**src/rtl/mode_counter.sv**
```systemverilog
// mode_counter
//   Up/down counter with a programmable upper bound (lower bound fixed at 0),
//   selectable saturate or wrap behaviour, one-cycle crossing pulses and
//   sticky crossing flags.
//
// Ports
//   i_clk         clock, all state updates on the rising edge
//   i_rst_n       asynchronous active-low reset
//   i_clr         synchronous clear of count and all flags
//   i_load        synchronous load of i_din (clamped to i_limit)
//   i_din         load value
//   i_inc/i_dec   add / subtract i_step this cycle (both or neither = hold)
//   i_step        step magnitude, zero-extended to WIDTH
//   i_wrap_mode   0 = saturate at bounds, 1 = wrap modulo limit+1
//   i_limit       programmable upper bound
//   o_count       registered counter value
//   o_at_max      count == limit (combinational)
//   o_at_zero     count == 0 (combinational)
//   o_ovf/o_unf   one-cycle pulse after an upper/lower bound crossing
//   o_ovf_sticky  set with o_ovf, cleared by clr or reset
//   o_unf_sticky  set with o_unf, cleared by clr or reset

module mode_counter #(
    parameter int WIDTH  = 8,
    parameter int STEP_W = 4
) (
    input  logic              i_clk,
    input  logic              i_rst_n,
    input  logic              i_clr,
    input  logic              i_load,
    input  logic [WIDTH-1:0]  i_din,
    input  logic              i_inc,
    input  logic              i_dec,
    input  logic [STEP_W-1:0] i_step,
    input  logic              i_wrap_mode,
    input  logic [WIDTH-1:0]  i_limit,
    output logic [WIDTH-1:0]  o_count,
    output logic              o_at_max,
    output logic              o_at_zero,
    output logic              o_ovf,
    output logic              o_unf,
    output logic              o_ovf_sticky,
    output logic              o_unf_sticky
);

    logic [WIDTH-1:0] r_count;
    logic             r_ovf;
    logic             r_unf;
    logic             r_ovf_sticky;
    logic             r_unf_sticky;

    // One extra bit on every bound computation so count+step and
    // count+limit+1 never lose their carry.
    logic [WIDTH:0] w_cnt_x;
    logic [WIDTH:0] w_lim_x;
    logic [WIDTH:0] w_step_x;
    logic [WIDTH:0] w_lim_p1;
    logic [WIDTH:0] w_sum;
    logic [WIDTH:0] w_diff;
    logic [WIDTH:0] w_wrap_up;
    logic [WIDTH:0] w_wrap_dn;
    logic           w_step_fits;

    logic [WIDTH:0] w_next_x;
    logic           w_ovf_nxt;
    logic           w_unf_nxt;

    assign w_cnt_x     = {1'b0, r_count};
    assign w_lim_x     = {1'b0, i_limit};
    assign w_step_x    = {{(WIDTH + 1 - STEP_W){1'b0}}, i_step};
    assign w_lim_p1    = w_lim_x + 1'b1;
    assign w_sum       = w_cnt_x + w_step_x;
    assign w_diff      = w_cnt_x - w_step_x;
    assign w_wrap_up   = w_sum - w_lim_p1;
    assign w_wrap_dn   = w_cnt_x + w_lim_p1 - w_step_x;
    // A step larger than the range cannot wrap meaningfully; saturate instead.
    assign w_step_fits = (w_step_x <= w_lim_x);

    always_comb begin
        w_next_x  = w_cnt_x;
        w_ovf_nxt = 1'b0;
        w_unf_nxt = 1'b0;
        if (i_clr) begin
            w_next_x = '0;
        end else if (i_load) begin
            w_next_x = (i_din > i_limit) ? w_lim_x : {1'b0, i_din};
        end else if (w_cnt_x > w_lim_x) begin
            // Limit was lowered under the count: pull back silently.
            w_next_x = w_lim_x;
        end else if (i_inc && !i_dec) begin
            if (w_sum > w_lim_x) begin
                w_ovf_nxt = 1'b1;
                w_next_x  = (i_wrap_mode && w_step_fits) ? w_wrap_up : w_lim_x;
            end else begin
                w_next_x = w_sum;
            end
        end else if (i_dec && !i_inc) begin
            if (w_step_x > w_cnt_x) begin
                w_unf_nxt = 1'b1;
                w_next_x  = (i_wrap_mode && w_step_fits) ? w_wrap_dn : '0;
            end else begin
                w_next_x = w_diff;
            end
        end
    end

    always_ff @(posedge i_clk or negedge i_rst_n) begin
        if (!i_rst_n) begin
            r_count      <= '0;
            r_ovf        <= 1'b0;
            r_unf        <= 1'b0;
            r_ovf_sticky <= 1'b0;
            r_unf_sticky <= 1'b0;
        end else begin
            r_count <= w_next_x[WIDTH-1:0];
            r_ovf   <= w_ovf_nxt;
            r_unf   <= w_unf_nxt;
            if (i_clr) begin
                r_ovf_sticky <= 1'b0;
                r_unf_sticky <= 1'b0;
            end else begin
                r_ovf_sticky <= r_ovf_sticky | w_ovf_nxt;
                r_unf_sticky <= r_unf_sticky | w_unf_nxt;
            end
        end
    end

    assign o_count      = r_count;
    assign o_at_max     = (r_count == i_limit);
    assign o_at_zero    = (r_count == '0);
    assign o_ovf        = r_ovf;
    assign o_unf        = r_unf;
    assign o_ovf_sticky = r_ovf_sticky;
    assign o_unf_sticky = r_unf_sticky;

    a_din_known : assert property (@(posedge i_clk) disable iff (!i_rst_n)
        i_load |-> !$isunknown(i_din));
    a_step_known : assert property (@(posedge i_clk) disable iff (!i_rst_n)
        (i_inc || i_dec) |-> !$isunknown(i_step));
    a_next_in_range : assert property (@(posedge i_clk) disable iff (!i_rst_n)
        w_next_x[WIDTH] == 1'b0);
    a_pulse_excl : assert property (@(posedge i_clk) disable iff (!i_rst_n)
        !(r_ovf && r_unf));

endmodule

```
**config.mk**
```make
export PLATFORM = sky130hd
export DESIGN_NAME = mode_counter
export DESIGN_NICKNAME = d
export VERILOG_FILES = /design/src/rtl/mode_counter.sv
export SDC_FILE = /design/constraint.sdc
export NUM_CORES = 1
export LEC_CHECK = 0
export ABC_AREA = 1
export BUFFER_PORTS_ARGS = -buffer_cell sky130_fd_sc_hd__buf_2
export CELL_PAD_IN_SITES_DETAIL_PLACEMENT = 1
export CELL_PAD_IN_SITES_GLOBAL_PLACEMENT = 1
export CORE_MARGIN = 3
export CORE_UTILIZATION = 40
export DETAILED_ROUTE_END_ITERATION = 6
export PLACE_DENSITY_LB_ADDON = 0.15
export SLEW_MARGIN = 20
export SYNTH_ARGS = -nofsm -noshare
export SYNTH_HDL_FRONTEND = slang
export SYNTH_SLANG_ARGS = --single-unit
```
**constraint.sdc**
```tcl
create_clock -name i_clk -period 3.9 [get_ports i_clk]
set_input_delay 0.585 -clock i_clk [delete_from_list [all_inputs] [get_ports i_clk]]
set_output_delay 0.585 -clock i_clk [all_outputs]
set_load 0.005 [all_outputs]
```
**Yosys cells after proc, flatten, opt, wreduce, memory -nomap -nowiden**

Index checks and enable logic that the tools add are counted.

- Mux-type cells: 23
- Add/sub/neg operators: 6
- Magnitude comparators: 5
- Equality and inequality tests: 1
- Bitwise operators: 2
- Reductions and logical operators: 7

Operators with widths:

| operator | count |
|---|---|
| 2-to-1 mux 8 bit | 10 |
| greater-than comparator 8 bit | 2 |
| subtractor 8 x 4 -> 8 bit | 2 |
| 2-to-1 mux 1 bit | 13 |
| adder 8 x 4 -> 9 bit | 1 |
| greater-than comparator 9 x 8 -> 1 bit | 1 |
| adder 8 x 1 -> 8 bit (second input constant) | 1 |
| adder 8 bit | 1 |
| == test 8 bit | 1 |
| greater-than comparator 4 x 8 -> 1 bit | 1 |
| <= comparator 4 x 8 -> 1 bit | 1 |
| logical NOT 8 bit | 1 |
| subtractor 8 bit | 1 |
| nonzero test 5 bit | 1 |
| logical AND 1 bit | 3 |
| logical NOT 1 bit | 2 |
| bitwise OR 1 bit | 2 |

- Input bits: 27
- Register bits: 12
- Output and inout bits: 14
- Logic and storage cells: 49

**Logic depth before layout (Yosys ltp)**

Gate-level depths: netlist (run 1).

- Depth in word-level cells: 10
- Mapped depth: 26
- Depth with buffers taken out: 25

**Worst setup path after synthesis (run 1)**

OpenSTA, ideal clock, no wires.

- Path kind: input -> register
- From: in i_step[0]
- To: reg r_count[4], in the netlist o_count[4]
- Library setup time: 0.065 ns
- Path buffers: 0
- Required time: 3.835 ns
- Stages: 22
- Data arrival time: 2.886 ns
- Slack: 0.949 ns
- Cells stage by stage: ha_1 -> fa_1 -> nand3_1 -> nand2_4 -> xor2_1 -> ha_1 -> nand2_1 -> nor2_1 -> nand2_1 -> nand3_1 -> nand2_1 -> nand2_1 -> nand2_1 -> nand2_1 -> nand2_1 -> nand2_1 -> nand3_1 -> nand3_1 -> nand2_1 -> nand2_1 -> nand2_1 -> nand2_1

- Word-level cells in the longest chain between the ends: 9
- Elaborated cells on any way between the ends: 17
- Those cells by class: add/sub (4); order compare (3); mux (9); reduce/logical (1)

RTL lines:

| what | RTL line | source |
|---|---|---|
| start: declaration | 34 | `input logic [STEP_W-1:0] i_step,` |
| branches (longest 5 deep; another with adder 8 x 4 -> 9 bit) | - |  |
| 2-to-1 mux 8 bit * | 90 | `end else if (i_inc && !i_dec) begin` |
| 2-to-1 mux 8 bit * | 87 | `end else if (w_cnt_x > w_lim_x) begin` |
| 2-to-1 mux 8 bit * | 85 | `end else if (i_load) begin` |
| 2-to-1 mux 8 bit * | 83 | `if (i_clr) begin` |
| end signal: assignment | 115 | `r_count <= w_next_x[WIDTH-1:0];` |
| end: declaration | 46 | `logic [WIDTH-1:0] r_count;` |

Every way passes the cells marked *. The select of a mux whose other input is x is not followed.
A chain may end at the register's enable or synchronous reset.

**Final worst setup path (run 1)**

- From: in i_step[0]
- To: reg r_count[3], in the netlist o_count[3]

The elaborated chain is that of the path after synthesis.

==> impl_metrics.tcl, run 1 <==
set metrics [dict create \
    cts_tree "built" \
    cts_resized 0 \
    start_util_pct 41.4 \
    rsz0062_at_grt "no" \
    fp.dieW_um 95.7 \
    fp.dieArea_um2 9160 \
    clock_skew_ns 0.00364 \
    fill_cells 1123 \
    post-route-drc-count 0 \
    max_cap_viol_count 0 \
    start_kind "input pin" \
    drt_iter0_drc 101 \
    ys.flop_type "dfrtp_1" \
    powerDensity_nw_per_um2 423 \
    path_clk_slew_ns 0.06 \
    grt_usage_pct 25.9 \
    synth-edff-count 0 \
    synthTopCellsByCount "nand2_1 (145), inv_1 (76), ha_1 (55)" \
    tns_ns 0 \
    switching_share_pct 56.0 \
    synth_area_um2 3220 \
    seq_area_frac_synth_pct 9.33 \
    antenna_found_initial 0 \
    crit_path_top_delay_cell "fa_1" \
    tightestPinTransition_ns 0.887 \
    grt_max_degree 17 \
    yosys_warnings 0 \
    status "completed" \
    p_clk_share_pct 9.2 \
    synth_nets 602 \
    synth.distinct_cells 36 \
    setup_violations 0 \
    htree_levels 1 \
    max_stage_delay_ns 0.44 \
    p_leak_nw 2.07 \
    vias 3533 \
    die_h_um 95.7 \
    cts-root-buf "clkbuf_8" \
    ctsHoldBuffers 0 \
    period_share_pct 89.2 \
    cpMostUsedCell "nand2_1" \
    path_cells "buf_2, ha_1, fa_1, nand3_1, nand2_4, xor2_1, ha_1, nand2_1, inv_1, nand2_1, nand3_1, nand2_1, nand2_1, nand2_1, nand2_1, nand2_1, nand2_1, nand2_1, nand3_1, nand2_1, nand2_1, nand2_1, nand2_1" \
    slew_headroom_pct 40.5 \
    drt-pass1-iter-count 4 \
    hpwl_mm 9.69 \
    async_reset_ff_share_pct 100 \
    clk_latency_ns 0.25 \
    min_period_ns 3.48 \
    synth_cells 513 \
    rows 32 \
    clk_path_buf_depth 2 \
    port_buffers 40 \
    grt_pass1_wl_mm 18.4 \
    drv_slew 0 \
    cts_setup_buffers 0 \
    vias_per_cell 5.38 \
    antenna_cells 0 \
    avgSynthCellArea_um2 6.27 \
    peakVddDrop_mv 0.248 \
    synth_top_area_share_pct 21.4 \
    max_freq_mhz 288 \
    yosysMostFrequentCell "nand2_1" \
    critPathRequiredTime_ns 4.04 \
    syn2layout_area_growth_pct 11.7 \
    drive_above_1_share_pct 13.9 \
    grt_pass1_vias 3733 \
    hold_viol 0 \
    power.switching_uw 850 \
    synth_largest_area_cell "ha_1" \
    pwr-share-seq_pct 12.6 \
    core_area_um2 7770 \
    cts_buffers 3 \
    clock-sinks 12 \
    combPwrFrac_pct 78.1 \
    synth_area_leaders "ha_1 (21%), nand2_1 (17%), dfrtp_1 (9.3%)" \
    holdWs_ns 0.206 \
    ys_seq_elements 12 \
    nets 645 \
    grt_overflow_total 0 \
    io_pins 41 \
    holdCritPathClass "input pin to asynchronous set/reset pin" \
    drt-wirelength-per-cell_um 17.4 \
    ant_nets 0 \
    p_int_uw 669 \
    crit_arrival_ns 3.62 \
    critPathKind "input pin to flip-flop" \
    cp_max_fo 7 \
    routabilityCongestion 0.946 \
    crit_path_end_kind "flip-flop" \
    routed_wl_mm 11.4 \
]
registers in the layout (all words and copies together), names as in the netlist:
signal and cells:
o_count 8, o_ovf 1, o_ovf_sticky 1, o_unf 1, o_unf_sticky 1
final timing paths:
kind                                   start           end  slack (ns)  depth (start not counted)
max in group asynchronous            i_rst_n    o_count[3]        3.48                          1
worst max-delay path               i_step[0]    o_count[3]        0.42                         23
worst max register to register    o_count[0]    o_count[3]        0.45                         22
worst min register to register  o_unf_sticky  o_unf_sticky        0.49                          1
min in group i_clk              o_unf_sticky  o_unf_sticky        0.49                          1
worst min-delay path                 i_rst_n         o_ovf        0.21                          1
power groups by stage:
stage          clock network, mW  registers (mW)  logic (mW)
3_5_place_dp                   0           0.193        1.18
6_report                   0.140           0.192        1.19
2_1_floorplan                  0           0.172       0.867
3_3_place_gp                   0           0.192        1.14
4_1_cts                    0.142           0.191        1.18
5_1_grt                    0.147           0.194        1.35
per-layer routing:
layer	vias up	track usage, %	routed length [um]
met3	16	1.25	247
li1	1753	-	-
met2	61	45.5	5480
met4	0	6.87	266
met1	1703	34.5	5430
met5	-	0	0
cells in the final DEF (no fill, tap or decap), types with 12 or more instances in the layout:
master	synthesis	final
dfrtp_1	12	12
nor2_1	27	27
nand4_1	12	12
inv_1	76	76
ha_1	55	55
o21ai_0	27	27
buf_2	3	40
a21oi_1	40	40
nand3_1	37	37
nand2_1	145	145
xor2_1	13	13
cell type report:
class	count	area [um^2]	share of cell area, %
inverter	83	312	8.67
sequential	12	300	8.36
timing repair buffer	45	238	6.62
clock buffer	4	55.1	1.53
multi-input combinational	411	2560	71.3
tap	102	128	3.55
stage by stage:
| step | cells | instance area (um^2) | power (mW) | util (%) | setup slack [ns] |
|---|---|---|---|---|---|
| global route | 657 | 3590 | 1.69 | 46.3 | 0.198 |
| floorplan | 513 | 3220 | 1.04 | - | 0.949 |
| CTS | 657 | 3590 | 1.52 | 46.3 | 0.447 |
| finish | 657 | 3590 | 1.52 | 46.3 | 0.422 |
| global placement | 653 | 3540 | 1.33 | 45.6 | 0.265 |
| detailed placement | 653 | 3540 | 1.37 | 45.6 | 0.210 |
critical path: cells and delay by family:
family	cells	cell delay (ns)
xor gates and xnor gates	1	0.37
adders and majority gates	3	1.01
buffers and inverters	2	0.17
and+or+nand+nor	17	1.48
cell families (layout without fill, tap and decap cells):
group	count (synthesis)	count (layout)	synth area share, %
AO/OA/AOI/OAI	82	82	14.0
XOR/XNOR	20	20	5.44
adder cells (fa/ha/maj)	62	62	25.7
buffers and inverters	90	132	11.1
flip-flops	12	12	9.33
AND/OR/NAND/NOR	247	247	34.4
Power figures use the tool's default switching activity.
==> run 2: changes to the inputs <==
--- a/config.mk
+++ b/config.mk
@@ -12,7 +12,7 @@
 export CORE_MARGIN = 3
 export CORE_UTILIZATION = 40
 export DETAILED_ROUTE_END_ITERATION = 6
-export PLACE_DENSITY_LB_ADDON = 0.15
+export PLACE_DENSITY = 0.84
 export SLEW_MARGIN = 20
 export SYNTH_ARGS = -nofsm -noshare
 export SYNTH_HDL_FRONTEND = slang
==> constraint.sdc (replaced) <==
create_clock -name i_clk -period 3.9 [get_ports i_clk]
set_input_delay 0.39 -clock i_clk [delete_from_list [all_inputs] [get_ports i_clk]]
set_output_delay 0.39 -clock i_clk [all_outputs]
set_load 0.005 [all_outputs]
==> run 2 against run 1 <==
Maximum frequency grew 0.64%. Via count increased by 1.3%. Largest cell class unchanged. First-iteration DRC count is 55% higher. Worst hold slack worse by 0.18 ns. Register-to-register slack is essentially flat. Clock power rose by 3%. Clock-buffer cell count unchanged. Cell area decreased by 0.84%. Utilization shrank 0.39 points. Sequential power about the same. Critical path depth is 1 lower. Clock skew down 0.0016 ns.
==> impl_metrics.tcl, run 2 (synthesis results as in run 1) <==
set metrics [dict create \
    placed_cells 649 \
    tns_ns 0 \
    ant_nets 0 \
    fp.dieW_um 95.7 \
    routed_wl_mm 11.8 \
    htree_levels 1 \
    cts_resized 0 \
    min_period_ns 3.46 \
    grt_overflow_total 0 \
    switching_share_pct 56.9 \
    layout_commonest_cell "nand2_1" \
    cp_max_fo 7 \
    power.switching_uw 875 \
    reg2regPathDepth 22 \
    cts_buffers 3 \
    drt-pass1-iter-count 5 \
    p_clk_share_pct 9.4 \
    antenna_cells 0 \
    vias 3578 \
    status "completed" \
    powerDensity_nw_per_um2 432 \
    clock-sinks 12 \
    vias_per_cell 5.48 \
    tightestPinTransition_ns 0.901 \
    hpwl_mm 9.49 \
    hold_viol 0 \
    crit_arrival_ns 3.60 \
    slew_headroom_pct 39.5 \
    drt_iter0_drc 157 \
    clock_skew_ns 0.00204 \
    cts_tree "built" \
    critPathKind "flip-flop to flip-flop" \
    grt_pass1_vias 3644 \
    die_h_um 95.7 \
    start_util_pct 41.4 \
    regArea_um2 300 \
    drv_slew 0 \
    pwr-share-seq_pct 12.6 \
    syn2layout_area_growth_pct 10.7 \
    drt-wirelength-per-cell_um 18.0 \
    crit_path_end_kind "flip-flop" \
    regToRegSetupSlack_ns 0.44 \
    rows 32 \
    critPathRequiredTime_ns 4.05 \
    finalNonFillerCells 653 \
    path_clk_slew_ns 0.06 \
    clk_latency_ns 0.25 \
    rsz0062_at_grt "no" \
    period_share_pct 88.6 \
    cts-root-buf "clkbuf_8" \
    io_pins 41 \
    drive_above_1_share_pct 13.2 \
    start_kind "flip-flop" \
    nets 641 \
    grt_max_degree 17 \
    layout_common_cells "nand2_1 (145), inv_1 (76), ha_1 (55), a21oi_1 (40), buf_2 (40)" \
    holdCritPathClass "input pin to asynchronous set/reset pin" \
    antenna_found_initial 0 \
    routabilityCongestion 0.937 \
    peakVddDrop_mv 0.242 \
    clk_path_buf_depth 2 \
    p_leak_nw 2.05 \
    port_buffers 40 \
    combPwrFrac_pct 78.0 \
    multi_input_area_um2 2560 \
    cts_setup_buffers 0 \
    max_freq_mhz 289 \
    ctsHoldBuffers 0 \
    fp.dieArea_um2 9160 \
    core_area_um2 7770 \
    setup_violations 0 \
    grt_usage_pct 26.8 \
    post-route-drc-count 0 \
    largest_reg_flops 8 \
    fill_cells 1100 \
    max_cap_viol_count 0 \
    grt_pass1_wl_mm 18.9 \
    p_int_uw 664 \
]
## run 2: power by group through the flow
stage,combinational (mW),clock (mW),sequential (mW)
5_1_grt,1.35,0.153,0.196
3_5_place_dp,1.18,0,0.194
3_3_place_gp,1.14,0,0.193
4_1_cts,1.18,0.147,0.192
2_1_floorplan,0.867,0,0.172
6_report,1.20,0.144,0.195
## run 2: worst paths after layout
kind / start / end
hold / removal: i_rst_n / o_count[0]
hold reg to reg: o_unf_sticky / o_unf_sticky
max in group asynchronous: i_rst_n / o_ovf_sticky
setup reg to reg: o_count[3] / o_count[3]
min in group i_clk: i_clr / o_unf_sticky
setup / recovery: o_count[3] / o_count[3]
## run 2: final cells by class
class,instances,share of cell area (%)
multi-input combinational,411,71.9
inverter,83,8.74
sequential,12,8.43
timing repair buffer,41,5.83
tap,102,3.58
clock buffer,4,1.54
## run 2: stage by stage
step                      hold WS, ns  power, mW  utilization, %  cell area, um^2  worst slack (ns)
after CTS                      0.0231       1.52            45.9             3560             0.500
after global routing           0.0274       1.70            45.9             3560             0.211
after global placement          0.290       1.33            45.2             3510             0.491
final                          0.0238       1.54            45.9             3560             0.444
after floorplan                0.0944       1.04               -             3220              1.11
after detailed placement        0.293       1.37            45.2             3510             0.414
## run 2: worst max-delay path, cell delays in order (launching register included)
cell	delay [ns]
dfrtp_1	0.50
ha_1	0.41
inv_2	0.14
nand3_1	0.14
nand2_4	0.14
xor2_1	0.34
ha_1	0.32
nand2_1	0.08
nor2_1	0.07
nand2_1	0.06
nand3_1	0.08
nand2_1	0.08
nand2_1	0.05
nand2_1	0.07
nand2_1	0.05
nand2_1	0.09
nand2_1	0.21
nand2_1	0.15
nand3_1	0.10
nand2_1	0.09
nand2_1	0.05
nand2_1	0.07
nand2_1	0.04
## run 2: layer usage
metal | track usage (%) | wire [um] | vias up | share of wire, %
met2 | 46.1 | 5630 | 115 | 48
met4 | 6.16 | 139 | 0 | 1.2
met5 | 0 | 0 | - | 0
met3 | 2.97 | 682 | 13 | 5.8
li1 | - | - | 1741 | -
met1 | 35.8 | 5320 | 1709 | 45
==> run 3: changes to the inputs <==
--- a/config.mk
+++ b/config.mk
@@ -12,7 +12,7 @@
 export CORE_MARGIN = 3
 export CORE_UTILIZATION = 40
 export DETAILED_ROUTE_END_ITERATION = 6
-export PLACE_DENSITY = 0.84
+export PLACE_DENSITY = 0.76
 export SLEW_MARGIN = 20
 export SYNTH_ARGS = -nofsm -noshare
 export SYNTH_HDL_FRONTEND = slang
==> run 3 against run 2 <==
Non-clock buffer count did not move. Via count fell by 0.92%. Worst hold slack improved by 0.00074 ns. Sequential cell count did not move. Cell count unchanged. Utilization unchanged. Sequential power about the same. Critical endpoint is now o_count[5]. Largest power group unchanged. Highest routed layer unchanged.
==> impl_metrics.tcl, run 3 (synthesis results as in run 1) <==
set metrics [dict create \
    hpwl_mm 9.56 \
    drive_above_1_share_pct 13.2 \
    crit_arrival_ns 3.60 \
    grt_overflow_total 0 \
    slew_headroom_pct 39.9 \
    port_buffers 40 \
    syn2layout_area_growth_pct 10.7 \
    cpMostUsedCell "nand2_1" \
    clock_skew_ns 0.00576 \
    grt_max_degree 17 \
    p_clk_share_pct 9.4 \
    antenna_found_initial 0 \
    nets 641 \
    crit_path_end_kind "flip-flop" \
    peakVddDrop_mv 0.229 \
    cts_tree "built" \
    grt_pass1_vias 3647 \
    drt-wirelength-per-cell_um 17.5 \
    cts_buffers 3 \
    clk_latency_ns 0.25 \
    antenna_cells 0 \
    layout_common_cells "nand2_1 (145), inv_1 (76), ha_1 (55), a21oi_1 (40), buf_2 (40)" \
    htree_levels 1 \
    tns_ns 0 \
    clock-sinks 12 \
    power.switching_uw 856 \
    routabilityCongestion 0.881 \
    crit_path_top_delay_cell "dfrtp_1" \
    routed_wl_mm 11.4 \
    reg2regPathDepth 22 \
    start_util_pct 41.4 \
    reg2reg_from "o_count[0]" \
    drv_slew 0 \
    clk_path_buf_depth 2 \
    cp_max_fo 7 \
    max_freq_mhz 289 \
    die_h_um 95.7 \
    largest_reg_flops 8 \
    regToRegSetupSlack_ns 0.45 \
    core_area_um2 7770 \
    setup_violations 0 \
    min_period_ns 3.45 \
    period_share_pct 88.6 \
    cts-root-buf "clkbuf_8" \
    cts_setup_buffers 0 \
    drt-pass1-iter-count 4 \
    vias 3545 \
    hold_viol 0 \
    path_cells "ha_1, fa_1, nand3_1, nand2_4, xor2_1, ha_1, nand2_1, nor2_1, nand2_1, nand3_1, nand2_1, nand2_1, nand2_1, nand2_1, nand2_1, nand2_1, nand2_1, nand3_1, nand2_1, nand2_1, nand2_1, nand2_1" \
    vias_per_cell 5.43 \
    powerDensity_nw_per_um2 426 \
    ant_nets 0 \
    path_clk_slew_ns 0.06 \
    tightestPinTransition_ns 0.896 \
    fp.dieArea_um2 9160 \
    grt_usage_pct 25.9 \
    post-route-drc-count 0 \
    holdCritPathClass "input pin to asynchronous set/reset pin" \
    status "completed" \
    r2r_end "o_count[5]" \
    max_stage_delay_ns 0.45 \
    p_int_uw 664 \
    p_leak_nw 2.05 \
    combPwrFrac_pct 78.0 \
    rsz0062_at_grt "no" \
    pwr-share-seq_pct 12.6 \
    max_cap_viol_count 0 \
    io_pins 41 \
    critPathKind "flip-flop to flip-flop" \
    cts_resized 0 \
    grt_pass1_wl_mm 18.2 \
    critPathRequiredTime_ns 4.05 \
    holdWs_ns 0.0246 \
    fp.dieW_um 95.7 \
    switching_share_pct 56.3 \
    start_kind "flip-flop" \
    ctsHoldBuffers 0 \
    drt_iter0_drc 128 \
    layout_commonest_cell "nand2_1" \
    rows 32 \
]
-- run 3: critical path, delay by kind of cell, from the launching register on --
kind,cells,cell delay (ns)
and+or+nand+nor,18,1.61
xor gates and xnor gates,1,0.30
adders and majority gates,3,0.99
DFF,1,0.45
-- run 3: final cells by class --
type / count / area, um^2
sequential: 12 / 300
multi-input combinational: 411 / 2560
timing repair buffer: 41 / 208
clock buffer: 4 / 55.1
inverter: 83 / 312
tap: 102 / 128
fill: 1106 / 4200
-- run 3: routing by layer --
| metal | wire [um] | part of all wire, % | global-route usage (%) |
|---|---|---|---|
| met1 | 5060 | 44 | 34.3 |
| met4 | 244 | 2.1 | 6.75 |
| met5 | 0 | 0 | 0 |
| met3 | 552 | 4.8 | 2.74 |
| met2 | 5600 | 49 | 44.8 |
-- run 3: worst max-delay path by stage --
stage / startpoint / slack, ns / endpoint / depth (start not counted)
6_report: o_count[0] / 0.45 / o_count[5] / 22
5_1_grt: o_count[0] / 0.19 / o_count[1] / 22
4_1_cts: o_count[0] / 0.46 / o_count[1] / 22
3_5_place_dp: i_step[0] / 0.41 / o_count[1] / 23
3_3_place_gp: i_step[0] / 0.48 / o_count[1] / 23
2_1_floorplan: o_count[0] / 1.11 / o_count[4] / 22
-- run 3: power by group through the flow --
| stage | combinational [mW] | clock [mW] | sequential, mW |
|---|---|---|---|
| after detailed placement | 1.18 | 0 | 0.194 |
| after global routing | 1.34 | 0.150 | 0.196 |
| final | 1.18 | 0.143 | 0.192 |
| after floorplan | 0.867 | 0 | 0.172 |
| after global placement | 1.14 | 0 | 0.193 |
| after CTS | 1.18 | 0.146 | 0.191 |
-- run 3: per-stage QoR --
stage / utilization (%) / cell area (um^2) / total power, mW / setup slack [ns] / std cells
2_1_floorplan: - / 3220 / 1.04 / 1.11 / 513
3_3_place_gp: 45.2 / 3510 / 1.33 / 0.481 / 649
3_5_place_dp: 45.2 / 3510 / 1.37 / 0.409 / 649
4_1_cts: 45.9 / 3560 / 1.52 / 0.463 / 653
5_1_grt: 45.9 / 3560 / 1.68 / 0.185 / 653
6_report: 45.9 / 3560 / 1.52 / 0.446 / 653
